### config.mk
export PLATFORM = sky130hd
export DESIGN_NAME = weight_kernel_loader
export DESIGN_NICKNAME = d
export VERILOG_FILES = /design/src/rtl/weight_kernel_loader.sv
export SDC_FILE = /design/constraint.sdc
export NUM_CORES = 1
export LEC_CHECK = 0
export CAP_MARGIN = 20
export CORE_MARGIN = 2
export CORE_UTILIZATION = 56
export DETAILED_ROUTE_END_ITERATION = 16
export HOLD_SLACK_MARGIN = 0.03
export PLACE_DENSITY = 0.8
export SYNTH_ARGS = -nofsm -noshare
export SYNTH_HDL_FRONTEND = slang
export SYNTH_SLANG_ARGS = --single-unit
### constraint.sdc
create_clock -name clk -period 3.95 [get_ports clk]
set_clock_uncertainty 0.15 [all_clocks]
set_input_delay 0.395 -clock clk [delete_from_list [all_inputs] [get_ports clk]]
set_output_delay 0.395 -clock clk [all_outputs]
set_load 0.05 [all_outputs]
### src/rtl/weight_kernel_loader.sv
// Double-banked kernel assembler: collects dim weight elements per kernel from the
// weight-buffer stream and presents each full kernel as one flat word with valid/ack.
`timescale 1ns/1ps

module weight_kernel_loader #(
    parameter int DATA_WIDTH = 16,
    parameter int MAX_ELEMS  = 25
) (
    input  logic                            clk,
    input  logic                            rst,
    input  logic                            start,
    input  logic [4:0]                      cfg_dim,
    input  logic [7:0]                      cfg_kernels,
    input  logic                            in_vld,
    input  logic [DATA_WIDTH-1:0]           in_data,
    output logic                            in_rdy,
    output logic                            kernel_vld,
    output logic [MAX_ELEMS*DATA_WIDTH-1:0] kernel_data,
    input  logic                            kernel_ack,
    output logic                            busy,
    output logic                            done,
    output logic                            overflow_err
);

    typedef enum logic [1:0] {
        IDLE  = 2'd0,
        LOAD  = 2'd1,
        DRAIN = 2'd2
    } state_t;

    localparam logic [4:0] MAX_DIM = 5'(MAX_ELEMS);

    state_t                state;
    logic [DATA_WIDTH-1:0] bank [2][MAX_ELEMS];
    logic [4:0]            dim;
    logic [7:0]            nk;
    logic [7:0]            kcnt;
    logic [4:0]            wr_idx;
    logic                  wr_sel;
    logic                  rd_sel;
    logic [1:0]            full;
    logic [1:0]            full_next;

    logic accept;
    logic wr_last;
    logic rd_fire;

    function automatic logic [4:0] clamp_dim(input logic [4:0] d);
        if (d == 5'd0)
            return 5'd1;
        else if (d > MAX_DIM)
            return MAX_DIM;
        else
            return d;
    endfunction

    assign in_rdy     = (state == LOAD) && !full[wr_sel];
    assign kernel_vld = full[rd_sel];
    assign busy       = (state != IDLE);
    assign accept     = in_vld && in_rdy;
    assign wr_last    = (wr_idx == dim - 5'd1);
    assign rd_fire    = kernel_ack && kernel_vld;

    // A fill can only complete into an empty bank and an ack only frees a full one,
    // so the two updates always touch different bits.
    always_comb begin
        // NOTE: every signal written here gets a default first, otherwise a latch is inferred.
        full_next = full;
        if (accept && wr_last)
            full_next[wr_sel] = 1'b1;
        if (rd_fire)
            full_next[rd_sel] = 1'b0;
    end

    // Slots past the active dimension are masked so stale data never reaches the PEs.
    always_comb begin
        kernel_data = '0;
        for (int i = 0; i < MAX_ELEMS; i++) begin
            if (i < int'(dim))
                kernel_data[i*DATA_WIDTH +: DATA_WIDTH] = bank[rd_sel][i];
        end
    end

    // NOTE: all state updates use non-blocking assignments so every register samples pre-edge values.
    always_ff @(posedge clk) begin
        if (rst) begin
            state        <= IDLE;
            dim          <= 5'd1;
            nk           <= '0;
            kcnt         <= '0;
            wr_idx       <= '0;
            wr_sel       <= 1'b0;
            rd_sel       <= 1'b0;
            full         <= '0;
            done         <= 1'b0;
            overflow_err <= 1'b0;
            // NOTE: the banks are cleared on reset because the reset state must present an all-zero kernel.
            for (int b = 0; b < 2; b++)
                for (int i = 0; i < MAX_ELEMS; i++)
                    bank[b][i] <= '0;
        end else begin
            done <= 1'b0;
            full <= full_next;

            if (in_vld && !in_rdy && state != IDLE)
                overflow_err <= 1'b1;

            if (accept) begin
                bank[wr_sel][wr_idx] <= in_data;
                if (wr_last) begin
                    wr_idx <= '0;
                    wr_sel <= ~wr_sel;
                    kcnt   <= kcnt + 8'd1;
                end else begin
                    wr_idx <= wr_idx + 5'd1;
                end
            end

            if (rd_fire)
                rd_sel <= ~rd_sel;

            case (state)
                IDLE: begin
                    if (start) begin
                        dim          <= clamp_dim(cfg_dim);
                        nk           <= cfg_kernels;
                        kcnt         <= '0;
                        overflow_err <= 1'b0;
                        state        <= (cfg_kernels == 8'd0) ? DRAIN : LOAD;
                    end
                end
                LOAD: begin
                    if (accept && wr_last && (kcnt + 8'd1 == nk))
                        state <= DRAIN;
                end
                DRAIN: begin
                    if (full == 2'b00) begin
                        done  <= 1'b1;
                        state <= IDLE;
                    end
                end
                default: state <= IDLE;
            endcase
        end
    end

endmodule

==> reports/summary.md <==
Outcome
* completed — status

Timing
* 3.797 ns — post-route minimum period
* 22.96% — worst relative slew slack
* no — RSZ-0062 raised after global routing
* 0 — Max Transition Viols Final
* 0 — number of hold-slack violations in the final timing report
* 263.4 MHz — maximum clock frequency
* 96.12% — post-route fraction of the period consumed by the critical path
* 1.152 ns — transition time at the pin with the least slew margin
* 0 — Final Setup Violations
* 0 ns — final setup TNS

Yosys
* 0.6470% — xor and xnor fraction of the mapped netlist area
* 68.25% — top-area cell type share of the netlist area
* 11.51% — fraction of synthesized area in multiplexers
* 835 — post-synthesis register bit count
* 0% — Async SR Flop Fraction
* 0 — count of synthesis-stage warnings from yosys
* sky130_fd_sc_hd__edfxtp_1 68%, sky130_fd_sc_hd__mux2i_1 11%, sky130_fd_sc_hd__nor2_1 7.4% — top cells by area, synth
* simple AND/OR/NAND/NOR gates — combinational family with the most area after synthesis
* 13.27% — simple-gate portion of the synthesized area
* 800 — EDFF count, synth
* 57 — Synth cell types
* 2.019% — Compound-Gate Fraction of Synth Area
* sky130_fd_sc_hd__edfxtp_1 — primary flip-flop cell chosen by synthesis mapping
* 70.24% — share of synthesized area occupied by flip-flops and latches
* 800 x sky130_fd_sc_hd__edfxtp_1, 690 x sky130_fd_sc_hd__nor2_1, 401 x sky130_fd_sc_hd__mux2i_1 — most common library cells after synthesis
* sky130_fd_sc_hd__edfxtp_1 — Yosys top cell by area
* 35200 um^2 — Post-Syn Area
* 0.2488% — post-synthesis adder-cell area fraction
* 2614 — Synth Instances
* sky130_fd_sc_hd__edfxtp_1 — most numerous cell in the Yosys netlist
* 13.47 um^2 — Post-Synthesis Mean Instance Area
* 2655 — post-synthesis net count

Drt
* 0 — number of nets with antenna violations after routing
* 110200 um — total wire length after detailed routing
* 5 — first-pass iteration count of the detailed router
* 0 — # DRC
* 5.983 — via density per instance
* 3328 — first-iteration detailed-routing DRC count
* 23940 — via count
* 27.55 um — mean routed wirelength per cell

Critical path
* 3.40 ns — Worst EP required
* flip-flop to primary output — Worst Setup Path Type
* 3.25 ns — arrival time worst endpoint
* 16 — highest fanout seen on the critical path
* primary output — critical path endpoint category
* flip-flop — kind of launch point of the worst setup path

Run
* 0 — Maximum Capacitance Violations

Clocking
* 0 — hold-fix buffers at CTS
* sky130_fd_sc_hd__clkbuf_16 — CTS root buffer
* 0 — cts repair resizes
* 0 — post-CTS setup buffer count
* 0.07 ns — clk slew on worst S/H paths
* 835 — CTS sink count
* 0.64 ns — clock network latency to the later pin of the worst-skew pair
* 3 — total number of H-tree levels
* 3 — Max Root-Sink Buffers
* done — CTS tree
* 82 — clock buffers created by TritonCTS

Floorplan
* 56.83% — starting density of the core
* 439 — Top Ports
* 64880 um^2 — full die area
* 254.7 um — die extent in y
* 61940 um^2 — Core Region
* 91 — row cnt
* 254.7 um — die span in x

Finish
* 26.12% — area overhead of the layout relative to synthesis
* 44390 um^2 — final cell area excluding filler cells
* 13.95% — layout cells sized above 1
* 3864 — total of fill cells in the finished design
* 3138 — total number of nets in the final design
* 4001 — post-route non-filler standard cell count

Placed design
* 74850 um — placed wire-length estimate after detailed placement
* 438 — total of buffers placed on input and output ports
* 0.9617 — gp weighted congestion
* 3848 — post-placement cell count
* 41680 um^2 — dpl cell area

Power and ir drop
* 454.1 nW/um^2 — pwr/cell area
* 15.41 nW — leakage power
* 20.16 mW — Overall Power
* 0.0003845 V — worst voltage drop across the vdd grid

Global route
* 8 — initial antenna violation count
* 33.66% — global-route total usage across every layer
* 0 — residual overflow from global routing
* 154800 um — wire length of the first global-routing pass
* 72 — largest net degree at the start of global routing
* 23270 — via count of the first global-routing pass

Hold path
* primary input to flip-flop — kind of path behind the tightest hold check

layout make-up:
| class | count | area (um^2) | share of cell area (%) |
|---|---|---|---|
| sequential | 835 | 24730 | 55.71 |
| multi-input combinational | 1602 | 9784 | 22.04 |
| timing repair buffer | 567 | 6115 | 13.77 |
| clock buffer | 105 | 2243 | 5.054 |
| tap | 837 | 1047 | 2.359 |
| clock inverter | 43 | 431.7 | 0.9724 |
| inverter | 9 | 33.78 | 0.07610 |
| antenna | 3 | 7.507 | 0.01691 |
critical path: stages, from the launching register on:
cell	delay, ns
sky130_fd_sc_hd__dfxtp_1	0.56
sky130_fd_sc_hd__nor2_1	0.12
sky130_fd_sc_hd__nor2b_1	0.33
sky130_fd_sc_hd__nor3_2	0.07
sky130_fd_sc_hd__buf_4	0.23
sky130_fd_sc_hd__nor2_1	0.40
sky130_fd_sc_hd__clkdlybuf4s50_1	0.89
sequential cells by signal (all words and copies together) (netlist names), named ones only:
name          cells
full              2
bank            800
done              1
rd_sel            1
wr_idx            5
nk                8
overflow_err      1
wr_sel            1
state             2
kcnt              8
dim               5
metrics by stage:
stage / worst slack, ns / hold slack, ns / utilization (%)
3_5_place_dp: 0.5808 / 0.3300 / 67.30
3_3_place_gp: 0.7533 / 0.3176 / 67.26
6_report: 0.1532 / 0.2399 / 71.67
2_1_floorplan: 0.9276 / 0.3082 / -
5_1_grt: 0.04800 / 0.2688 / 71.66
4_1_cts: 0.2142 / 0.2247 / 71.61
path summary, 6_finish.rpt:
| check | depth (start not counted) | start | slack [ns] | endpoint |
|---|---|---|---|---|
| worst max-delay path | 6 | dim[0] | 0.15 | kernel_data[79] |
| worst min-delay path | 2 | cfg_kernels[5] | 0.24 | nk[5] |
| worst max register to register | 6 | wr_sel | 0.68 | bank[0][288] |
| worst min register to register | 2 | kcnt[7] | 0.34 | kcnt[7] |
cell families (layout without fill, tap and decap cells):
logic type / after synthesis / count (layout)
and+or+nand+nor: 1061 / 1061
DFF: 835 / 835
muxes: 404 / 404
buffers and inverters: 177 / 724
AOI/OAI and AO/OA: 104 / 104
xor gates and xnor gates: 26 / 26
adders and majority gates: 7 / 7
other: 0 / 3
layout by cell type, fill, tap and decap left out, types with 4 or more instances in the layout:
master | netlist | final
sky130_fd_sc_hd__a21o_1 | 31 | 31
sky130_fd_sc_hd__a21oi_1 | 16 | 16
sky130_fd_sc_hd__a22o_1 | 11 | 11
sky130_fd_sc_hd__and2_1 | 133 | 133
sky130_fd_sc_hd__and3_1 | 36 | 36
sky130_fd_sc_hd__buf_12 | 0 | 92
sky130_fd_sc_hd__buf_4 | 2 | 192
sky130_fd_sc_hd__bufinv_16 | 0 | 9
sky130_fd_sc_hd__clkbuf_1 | 118 | 17
sky130_fd_sc_hd__clkbuf_16 | 0 | 86
sky130_fd_sc_hd__clkdlybuf4s50_1 | 0 | 277
sky130_fd_sc_hd__clkinv_1 | 0 | 20
sky130_fd_sc_hd__clkinv_2 | 0 | 11
sky130_fd_sc_hd__dfxtp_1 | 35 | 33
sky130_fd_sc_hd__edfxtp_1 | 800 | 800
sky130_fd_sc_hd__ha_1 | 7 | 7
sky130_fd_sc_hd__inv_1 | 9 | 9
sky130_fd_sc_hd__mux2i_1 | 401 | 401
sky130_fd_sc_hd__nand2_1 | 103 | 103
sky130_fd_sc_hd__nand2b_1 | 6 | 6
sky130_fd_sc_hd__nand3_1 | 9 | 9
sky130_fd_sc_hd__nor2_1 | 690 | 690
sky130_fd_sc_hd__nor2_2 | 7 | 7
sky130_fd_sc_hd__nor2b_1 | 20 | 20
sky130_fd_sc_hd__nor3_1 | 16 | 11
sky130_fd_sc_hd__nor3_2 | 1 | 6
sky130_fd_sc_hd__nor4_1 | 8 | 7
sky130_fd_sc_hd__o21ai_0 | 14 | 14
sky130_fd_sc_hd__o21ai_1 | 5 | 5
sky130_fd_sc_hd__o21bai_1 | 14 | 14
sky130_fd_sc_hd__or2_2 | 11 | 11
sky130_fd_sc_hd__or3_1 | 4 | 4
sky130_fd_sc_hd__xnor2_1 | 17 | 17
sky130_fd_sc_hd__xor2_1 | 9 | 9
report_power, final:
part           switching, mW  total (mW)  internal [mW]
Clock                   3.30        7.88           4.59
Combinational           1.46        2.08          0.618
Sequential             0.138        10.2           10.1
Total                   4.90        20.2           15.3
per-layer routing:
metal / GRT usage (%) / wire [um] / up-vias
met5: 0 / 0 / -
li1: - / - / 10240
met2: 52.83 / 51400 / 1805
met4: 18.35 / 6392 / 0
met3: 7.328 / 13760 / 342
met1: 44.11 / 38670 / 11550
Power figures use the tool's default switching activity.
